File: src/rtl/ft245reader.sv
// FT245 synchronous-FIFO receive engine: pulls bytes off the FT2232H bus with
// RXF#/OE#/RD# and forwards them downstream through a 2-entry skid buffer.
module ft245reader (
  input  logic       ft_clk_i,
  input  logic       reset_i,
  input  logic       en_i,
  input  logic       ft_rxf_i,
  input  logic [7:0] ft_data_i,
  output logic       ft_oe_o,
  output logic       ft_rd_o,
  output logic       fifo_wr_clk_o,
  output logic [7:0] fifo_wr_data_o,
  output logic       fifo_wr_en_o,
  input  logic       fifo_wr_full_i,
  output logic [15:0] rx_count_o
);

  typedef enum logic [1:0] {S_IDLE, S_OE, S_READ} state_t;

  state_t     state, state_nxt;
  logic       oe_nxt, rd_nxt;
  logic [1:0] cnt, cnt_nxt, wr_idx;
  logic [7:0] skid_p0, skid_p1;
  logic       cap, drain;

  assign fifo_wr_clk_o  = ft_clk_i;
  assign cap            = !ft_rd_o && !ft_rxf_i;
  assign drain          = (cnt != 2'd0) && !fifo_wr_full_i;
  assign fifo_wr_en_o   = drain;
  assign fifo_wr_data_o = skid_p0;
  assign cnt_nxt        = cnt + {1'b0, cap} - {1'b0, drain};
  // Slot the captured byte lands in, after any same-edge shift-out.
  assign wr_idx         = cnt - {1'b0, drain};

  always_comb begin
    state_nxt = state;
    oe_nxt    = ft_oe_o;
    rd_nxt    = ft_rd_o;
    case (state)
      S_IDLE: begin
        oe_nxt = 1'b1;
        rd_nxt = 1'b1;
        if (en_i && !ft_rxf_i && (cnt == 2'd0)) begin
          state_nxt = S_OE;
          oe_nxt    = 1'b0;
        end
      end
      S_OE: begin
        if (ft_rxf_i) begin
          state_nxt = S_IDLE;
          oe_nxt    = 1'b1;
          rd_nxt    = 1'b1;
        end else begin
          state_nxt = S_READ;
          oe_nxt    = 1'b0;
          rd_nxt    = 1'b0;
        end
      end
      S_READ: begin
        if (ft_rxf_i || !en_i) begin
          state_nxt = S_IDLE;
          oe_nxt    = 1'b1;
          rd_nxt    = 1'b1;
        end else begin
          // Keep RD# low only while the skid can absorb the byte in flight.
          oe_nxt = 1'b0;
          rd_nxt = (cnt_nxt == 2'd2);
        end
      end
      default: begin
        state_nxt = S_IDLE;
        oe_nxt    = 1'b1;
        rd_nxt    = 1'b1;
      end
    endcase
  end

  // Control stage: FSM, pin strobes, occupancy and byte counter
  always_ff @(posedge ft_clk_i) begin
    if (reset_i) begin
      state      <= S_IDLE;
      ft_oe_o    <= 1'b1;
      ft_rd_o    <= 1'b1;
      cnt        <= 2'd0;
      rx_count_o <= 16'd0;
    end else begin
      state   <= state_nxt;
      ft_oe_o <= oe_nxt;
      ft_rd_o <= rd_nxt;
      cnt     <= cnt_nxt;
      if (drain) rx_count_o <= rx_count_o + 16'd1;
    end
  end

  // Data stage: skid entries, head in skid_p0
  always_ff @(posedge ft_clk_i) begin
    if (drain) skid_p0 <= skid_p1;
    if (cap) begin
      if (wr_idx == 2'd0) skid_p0 <= ft_data_i;
      else                skid_p1 <= ft_data_i;
    end
  end

endmodule

File: config.mk
export PLATFORM = sky130hd
export DESIGN_NAME = ft245reader
export DESIGN_NICKNAME = d
export VERILOG_FILES = /design/src/rtl/ft245reader.sv
export SDC_FILE = /design/constraint.sdc
export NUM_CORES = 1
export LEC_CHECK = 0
export ABC_AREA = 1
export BUFFER_PORTS_ARGS = -buffer_cell sky130_fd_sc_hd__buf_2
export CORE_MARGIN = 2
export CORE_UTILIZATION = 55
export DETAILED_ROUTE_END_ITERATION = 7
export GPL_TIMING_DRIVEN = 1
export PLACE_DENSITY = 0.79
export SETUP_SLACK_MARGIN = 0.05
export SYNTH_ARGS = -nofsm -noshare
export SYNTH_HDL_FRONTEND = slang
export SYNTH_SLANG_ARGS = --single-unit
File: constraint.sdc
create_clock -name ft_clk_i -period 3.4 [get_ports ft_clk_i]
set_input_delay 0.85 -clock ft_clk_i [delete_from_list [all_inputs] [get_ports ft_clk_i]]
set_output_delay 0.85 -clock ft_clk_i [all_outputs]
set_load 0.01 [all_outputs]
==> results.sh, run 1 <==
export IMPL_core_um2=3100
export IMPL_ios=41
export IMPL_worstPathArrival_ns=2.06
export IMPL_fin_nets=290
export IMPL_required_ns=2.55
export IMPL_ant_nets=0
export IMPL_tightest_slew_ns=0.643
export IMPL_wl_um=3580
export IMPL_netlist_area_um2=1840
export IMPL_syn_to_final_growth_pct=17.0
export IMPL_path_clk_slew_ns=0.10
export IMPL_final_cell_mix="54 x nand2_1, 40 x buf_2, 31 x nor2_1, 30 x dfxtp_1, 25 x inv_1"
export IMPL_hp_start="fifo_wr_data_o[3]"
export IMPL_post_drt_wl_per_cell_um=11.3
export IMPL_first_global_vias=1423
export IMPL_numPortBuffers=40
export IMPL_synth_seq_area_share_pct=45.8
export IMPL_r2r_start="cnt[1]"
export IMPL_wl_met3_um=169
export IMPL_synth_edf_count=8
export IMPL_insertion_delay_ns=0.46
export IMPL_antenna_found_initial=0
export IMPL_via_per_inst=5.04
export IMPL_firstDrtPassIters=4
export IMPL_hpwl_um=2580
export IMPL_status="complete, no violations"
export IMPL_grt_overflow_total=0
export IMPL_die_area_um2=3820
export IMPL_antennaDiodeCount=0
export IMPL_final_cell_area_um2=2150
export IMPL_hold_viol=0
export IMPL_maxCapViolCount=0
export IMPL_final_common_cell="nand2_1"
export IMPL_post_cts_setup_buffers=0
export IMPL_first_iter_violations=112
export IMPL_core_rowCount=20
export IMPL_worstSetupPathType="clk2out"
export IMPL_route_met2_wl_um=1690
export IMPL_wirelength_met1_um=1700
export IMPL_slew_headroom_pct=57.0
export IMPL_grt_max_degree=21
export IMPL_r2r_cells=10
export IMPL_postSynthCellCount=227
export IMPL_worstSetupStartpoint="ft_clk_i"
export IMPL_hp_class="reg2reg"
export IMPL_ys_ff_latch=38
export IMPL_endpoint_kind="output port"
export IMPL_cts_hold_buffers=0
export IMPL_start_util_pct=59.2
export IMPL_finClkSkew_ns=0.00399
export IMPL_cts_tree="done"
export IMPL_startpoint_type="clock port"
export IMPL_rsz0062_at_grt="no"
export IMPL_ir_drop_v=0.000414
export IMPL_mappedNetlistNets=246
export IMPL_die_height_um=61.8
export IMPL_drc_errors=0
export IMPL_finalSetupViolations=0
export IMPL_holdPathStages=2
export IMPL_yosys_warnings=0
export IMPL_synth_ff_type="dfxtp_1"
export IMPL_postCtsResizedCells=0
export IMPL_place_area_um2=2050
export IMPL_async_flop_share_pct=0
export IMPL_num_vias=1594
export IMPL_drv_slew=0
export IMPL_place_congestion=0.781
export IMPL_crit_fanout=2
export IMPL_grt_use_total_pct=21.6
export IMPL_p_leak_nw=0.980
export IMPL_drive_gt1_share_pct=25.4
export IMPL_yosysUniqueCellTypes=34
export IMPL_die_w_um=61.8
export IMPL_grt_pass1_wl_um=5910
export IMPL_final_setup_tns_ns=0
export IMPL_powerDensity_nw_per_um2=625
export IMPL_routed_top_layer="met4"
export IMPL_syn_avg_cell_area_um2=8.09
[final cells by class]
| type | count | area [um^2] |
|---|---|---|
| timing repair buffer | 40 | 203 |
| inverter | 27 | 101 |
| clock buffer | 11 | 72.6 |
| fill | 279 | 953 |
| tap | 44 | 55.1 |
| clock inverter | 1 | 30.0 |
| sequential | 38 | 841 |
| multi-input combinational | 155 | 847 |
[where the power goes]
| group | leakage [nW] | internal, mW | switching [mW] |
|---|---|---|---|
| registers | 0.318 | 0.553 | 0.0597 |
| logic | 0.605 | 0.147 | 0.218 |
| clock network | 0.0572 | 0.203 | 0.164 |
[Yosys cell counts, types with 2 or more instances]
cell type	n	area, um^2
a21oi_1	11	55.1
a31oi_1	9	56.3
buf_2	2	10.0
buf_6	2	22.5
clkbuf_1	2	7.51
dfxtp_1	30	601
edfxtp_1	8	240
ha_1	6	75.1
inv_1	25	93.8
inv_2	2	7.51
nand2_1	54	203
nand2_2	4	25.0
nand3_1	6	30.0
nand3_2	2	20.0
nand4_1	4	25.0
nor2_1	31	116
nor2_2	3	18.8
nor2_4	3	33.8
nor3_1	3	15.0
o21ai_0	6	30.0
[per-stage QoR]
| stage | total power, mW | hold WS, ns | utilization, % | worst slack (ns) | cells |
|---|---|---|---|---|---|
| floorplan | 0.891 | 0.492 | - | 0.731 | 227 |
| global placement | 0.995 | 0.460 | 66.1 | 0.735 | 305 |
| detailed placement | 1.01 | 0.460 | 66.1 | 0.735 | 305 |
| CTS | 1.36 | 0.476 | 69.3 | 0.482 | 316 |
| global route | 1.43 | 0.500 | 69.3 | 0.486 | 316 |
| finish | 1.34 | 0.474 | 69.3 | 0.493 | 316 |
[cell families (layout without fill, tap and decap cells)]
group,after synthesis,count (layout),synth area share [%]
simple gates,115,115,30.4
flops,38,38,45.8
buf+inv,34,79,8.11
compound gates,31,31,9.74
fa+ha+maj,6,6,4.09
xor+xnor,3,3,1.84
[worst max-delay path, cell delays in order]
cell	delay, ns
clkbuf_4	0.11
clkbuf_4	0.12
buf_2	0.13
[path summary, 6_finish.rpt]
path | endpoint | slack, ns
worst max-delay path | fifo_wr_clk_o | 0.49
worst min-delay path | fifo_wr_data_o[3] | 0.47
worst max register to register | ft_rd_o | 1.61
worst min register to register | fifo_wr_data_o[3] | 0.47
[registers in the layout (all words and copies together), names as in the netlist]
register and cells:
ft_rd_o 1, fifo_wr_data_o 8, state 2, rx_count_o 16, skid_p1 8, ft_oe_o 1, cnt 2
[per-layer routing]
layer / global-route usage, % / up-vias
li1: - / 822
met5: 0 / -
met2: 32.3 / 44
met4: 9.73 / 0
met1: 27.7 / 722
met3: 8.70 / 6
Power figures use the tool's default switching activity.
==> run 2, diff against run 1 <==
- RECOVER_POWER: unset -> 25
==> results.sh, run 2 (synthesis gave the netlist of run 1 again) <==
export IMPL_worstPathArrival_ns=2.11
export IMPL_post_cts_setup_buffers=0
export IMPL_hold_viol=0
export IMPL_postCtsResizedCells=0
export IMPL_largest_reg_flops=16
export IMPL_drc_errors=0
export IMPL_clock_fmax_ghz=0.338
export IMPL_firstDrtPassIters=4
export IMPL_antenna_found_initial=0
export IMPL_post_drt_wl_per_cell_um=11.4
export IMPL_grt_pass1_wl_um=5910
export IMPL_crit_fanout=20
export IMPL_ios=41
export IMPL_drv_slew=0
export IMPL_endpoint_kind="output port"
export IMPL_path_clk_slew_ns=0.10
export IMPL_ant_nets=0
export IMPL_die_height_um=61.8
export IMPL_wl_um=3590
export IMPL_numPortBuffers=40
export IMPL_place_congestion=0.781
export IMPL_core_um2=3100
export IMPL_cts_tree="done"
export IMPL_grt_use_total_pct=21.6
export IMPL_start_util_pct=59.2
export IMPL_first_global_vias=1423
export IMPL_finalSetupViolations=0
export IMPL_worstSetupPathType="in2out"
export IMPL_core_rowCount=20
export IMPL_antennaDiodeCount=0
export IMPL_hp_class="reg2reg"
export IMPL_status="complete, no violations"
export IMPL_slew_headroom_pct=35.1
export IMPL_powerDensity_nw_per_um2=628
export IMPL_grt_max_degree=21
export IMPL_final_util_pct=68.8
export IMPL_period_share_pct=87.0
export IMPL_maxCapViolCount=0
export IMPL_insertion_delay_ns=0.46
export IMPL_final_setup_tns_ns=0
export IMPL_hpwl_um=2580
export IMPL_fin_crit_ns=2.96
export IMPL_fin_nets=290
export IMPL_rsz0062_at_grt="no"
export IMPL_startpoint_type="input pin"
export IMPL_final_cell_mix="54 x nand2_1, 34 x buf_2, 32 x nor2_1, 30 x dfxtp_1, 25 x inv_1"
export IMPL_cts_hold_buffers=0
export IMPL_top_register="rx_count_o"
export IMPL_die_w_um=61.8
export IMPL_p_leak_nw=0.959
export IMPL_syn_to_final_growth_pct=16.3
export IMPL_first_iter_violations=109
export IMPL_final_common_cell="nand2_1"
export IMPL_ir_drop_v=0.000412
export IMPL_grt_overflow_total=0
export IMPL_finClkSkew_ns=0.00421
export IMPL_die_area_um2=3820
export IMPL_num_vias=1581
export IMPL_nFillCells=282
export IMPL_drive_gt1_share_pct=22.4
export IMPL_via_per_inst=5.00
export IMPL_required_ns=2.55
export IMPL_tightest_slew_ns=0.974
## run 2: area by class of cell
type / count / area (um^2) / share of cell area, %
Timing Repair Buffer: 40 / 191 / 8.96
Sequential cell: 38 / 841 / 39.4
Multi-Input combinational cell: 155 / 845 / 39.5
Clock buffer: 11 / 72.6 / 3.40
Clock inverter: 1 / 30.0 / 1.41
Inverter: 27 / 101 / 4.75
Tap cell: 44 / 55.1 / 2.58
## run 2: through the flow
step	instance area, um^2	total power, mW	worst slack, ns	hold WS (ns)	instances
final	2140	1.34	0.443	0.474	316
after CTS	2150	1.36	0.482	0.476	316
after floorplan	1840	0.891	0.731	0.492	227
after global routing	2140	1.43	0.303	0.500	316
after global placement	2050	0.995	0.735	0.460	305
after detailed placement	2050	1.01	0.735	0.460	305
## run 2: final timing paths
| kind | startpoint | endpoint | slack (ns) | cells past startpoint |
|---|---|---|---|---|
| setup / recovery | fifo_wr_full_i | fifo_wr_en_o | 0.44 | 4 |
| hold / removal | fifo_wr_data_o[3] | fifo_wr_data_o[3] | 0.47 | 2 |
| setup reg to reg | cnt[1] | rx_count_o[14] | 1.30 | 8 |
| hold reg to reg | fifo_wr_data_o[3] | fifo_wr_data_o[3] | 0.47 | 2 |
## run 2: metal layers
layer  routed length (um)  vias to the layer above  part of all wire (%)  track usage (%)
met1                 1710                      714                    48             27.7
met4                   22                        0                  0.61             9.73
met3                  157                        4                   4.4             8.70
met2                 1700                       42                    47             32.3
met5                    0                        -                     0                0
li1                     -                      821                     -                -
## run 2: worst max-delay path: stages
cell and delay, ns:
buf_2 0.12, nor2_4 0.12, clkbuf_1 0.74, buf_2 0.27
## run 2: power breakdown
part,total [mW],internal (mW),leakage (nW),switching (mW)
sequential,0.612,0.553,0.318,0.0588
clock,0.367,0.203,0.0572,0.164
combinational,0.362,0.144,0.583,0.219
total,1.34,0.900,0.959,0.442
==> run 3, diff against run 2 <==
- CORE_MARGIN: 2 -> 4
- CTS_CLUSTER_DIAMETER: unset -> 200
- RECOVER_POWER: 25 -> unset
==> results.sh, run 3 (synthesis gave the netlist of run 1 again) <==
export IMPL_rsz0062_at_grt="no"
export IMPL_slew_headroom_pct=56.4
export IMPL_ios=41
export IMPL_die_area_um2=4330
export IMPL_preCtsSetupSlack_ns=0.735
export IMPL_r2r_start="cnt[1]"
export IMPL_status="complete, no violations"
export IMPL_fin_nets=290
export IMPL_setup_ws_ns=0.499
export IMPL_p_leak_nw=0.985
export IMPL_numPortBuffers=40
export IMPL_core_rowCount=20
export IMPL_stdcell_count=316
export IMPL_first_global_vias=1436
export IMPL_endpoint_kind="output port"
export IMPL_syn_to_final_growth_pct=17.2
export IMPL_drive_gt1_share_pct=26.1
export IMPL_post_cts_setup_buffers=0
export IMPL_worstSetupStartpoint="ft_clk_i"
export IMPL_worstPathCellList="clkbuf_4 -> clkbuf_4 -> buf_2"
export IMPL_grt_overflow_total=0
export IMPL_required_ns=2.55
export IMPL_final_cell_area_um2=2150
export IMPL_antennaDiodeCount=0
export IMPL_worstSetupPathType="clk2out"
export IMPL_r2r_slack_ns=1.56
export IMPL_hold_viol=0
export IMPL_num_vias=1533
export IMPL_core_um2=3130
export IMPL_die_w_um=65.8
export IMPL_tightest_slew_ns=0.652
export IMPL_firstDrtPassIters=4
export IMPL_first_iter_violations=67
export IMPL_final_cell_mix="54 x nand2_1, 40 x buf_2, 31 x nor2_1, 30 x dfxtp_1, 25 x inv_1"
export IMPL_crit_fanout=2
export IMPL_start_util_pct=58.7
export IMPL_r2r_end="ft_rd_o"
export IMPL_nFillCells=268
export IMPL_insertion_delay_ns=0.46
export IMPL_place_congestion=0.886
export IMPL_maxCapViolCount=0
export IMPL_cts_hold_buffers=0
export IMPL_die_height_um=65.8
export IMPL_regArea_um2=841
export IMPL_dp_cells=305
export IMPL_drv_slew=0
export IMPL_startpoint_type="clock port"
export IMPL_top_register="rx_count_o"
export IMPL_finClkSkew_ns=0.0124
export IMPL_worstSetupEndpoint="fifo_wr_clk_o"
export IMPL_grt_use_total_pct=18.9
export IMPL_cts_tree="done"
export IMPL_multi_input_area_um2=847
export IMPL_path_clk_slew_ns=0.11
export IMPL_ant_nets=0
export IMPL_powerDensity_nw_per_um2=626
export IMPL_worstPathArrival_ns=2.05
export IMPL_place_area_um2=2050
export IMPL_largest_reg_flops=16
export IMPL_crit_top_cell="clkbuf_4"
export IMPL_cp_slowest_stage_delay_ns=0.13
export IMPL_drc_errors=0
export IMPL_worst_path_max_delay_cell="buf_2"
export IMPL_grt_max_degree=21
export IMPL_final_common_cell="nand2_1"
export IMPL_r2r_cells=10
export IMPL_wl_um=3610
export IMPL_antenna_found_initial=0
export IMPL_finalSetupViolations=0
export IMPL_hp_class="reg2reg"
export IMPL_postCtsResizedCells=0
export IMPL_hpwl_um=2670
export IMPL_post_drt_wl_per_cell_um=11.4
export IMPL_via_per_inst=4.85
export IMPL_final_setup_tns_ns=0
export IMPL_grt_pass1_wl_um=6090
export IMPL_ir_drop_v=0.000450
==> run 3: cell types whose count changed in the layout (fill, tap and decap cells not counted), sizes merged <==
cell	previous run	this run
buf	34	41
clkbuf	17	8
clkinv	0	2
==> run 3: cell type report <==
| cell class | count | share of cell area (%) |
|---|---|---|
| multi-input cells | 155 | 39.4 |
| flip-flops and latches | 38 | 39.1 |
| repair buffers | 40 | 9.42 |
| inverters | 27 | 4.71 |
| clock buffers | 9 | 3.02 |
| well taps | 44 | 2.56 |
| clock inverters | 3 | 1.86 |
==> run 3: metal layers <==
layer | global-route usage (%) | up-vias | wire length, um
met5 | 0 | - | 0
met4 | 8.81 | 0 | 27
met3 | 7.48 | 2 | 218
met2 | 29.3 | 42 | 1710
met1 | 22.8 | 668 | 1650
li1 | - | 821 | -
==> run 3: worst min path at each step <==
stage               cells after the start  slack [ns]                 to              start
finish                                  2        0.48  fifo_wr_data_o[1]  fifo_wr_data_o[1]
global route                            2        0.50  fifo_wr_data_o[1]  fifo_wr_data_o[1]
CTS                                     2        0.48  fifo_wr_data_o[6]  fifo_wr_data_o[6]
detailed placement                      2        0.46  fifo_wr_data_o[6]  fifo_wr_data_o[6]
global placement                        2        0.46  fifo_wr_data_o[6]  fifo_wr_data_o[6]
floorplan                               2        0.49  fifo_wr_data_o[0]  fifo_wr_data_o[0]
==> run 3: critical path, delay by kind of cell <==
family	cells	cell delay (ns)
buffers and inverters	3	0.36
==> run 3: metrics by stage <==
stage          power [mW]  hold slack, ns  utilization [%]
2_1_floorplan       0.891           0.492                -
3_3_place_gp        0.998           0.458             65.6
3_5_place_dp         1.01           0.464             65.6
4_1_cts              1.37           0.482             68.8
5_1_grt              1.45           0.500             68.8
6_report             1.35           0.478             68.8
==> run 3: power breakdown <==
part / switching (mW) / internal, mW
clock network: 0.170 / 0.199
registers: 0.0574 / 0.553
logic: 0.219 / 0.149
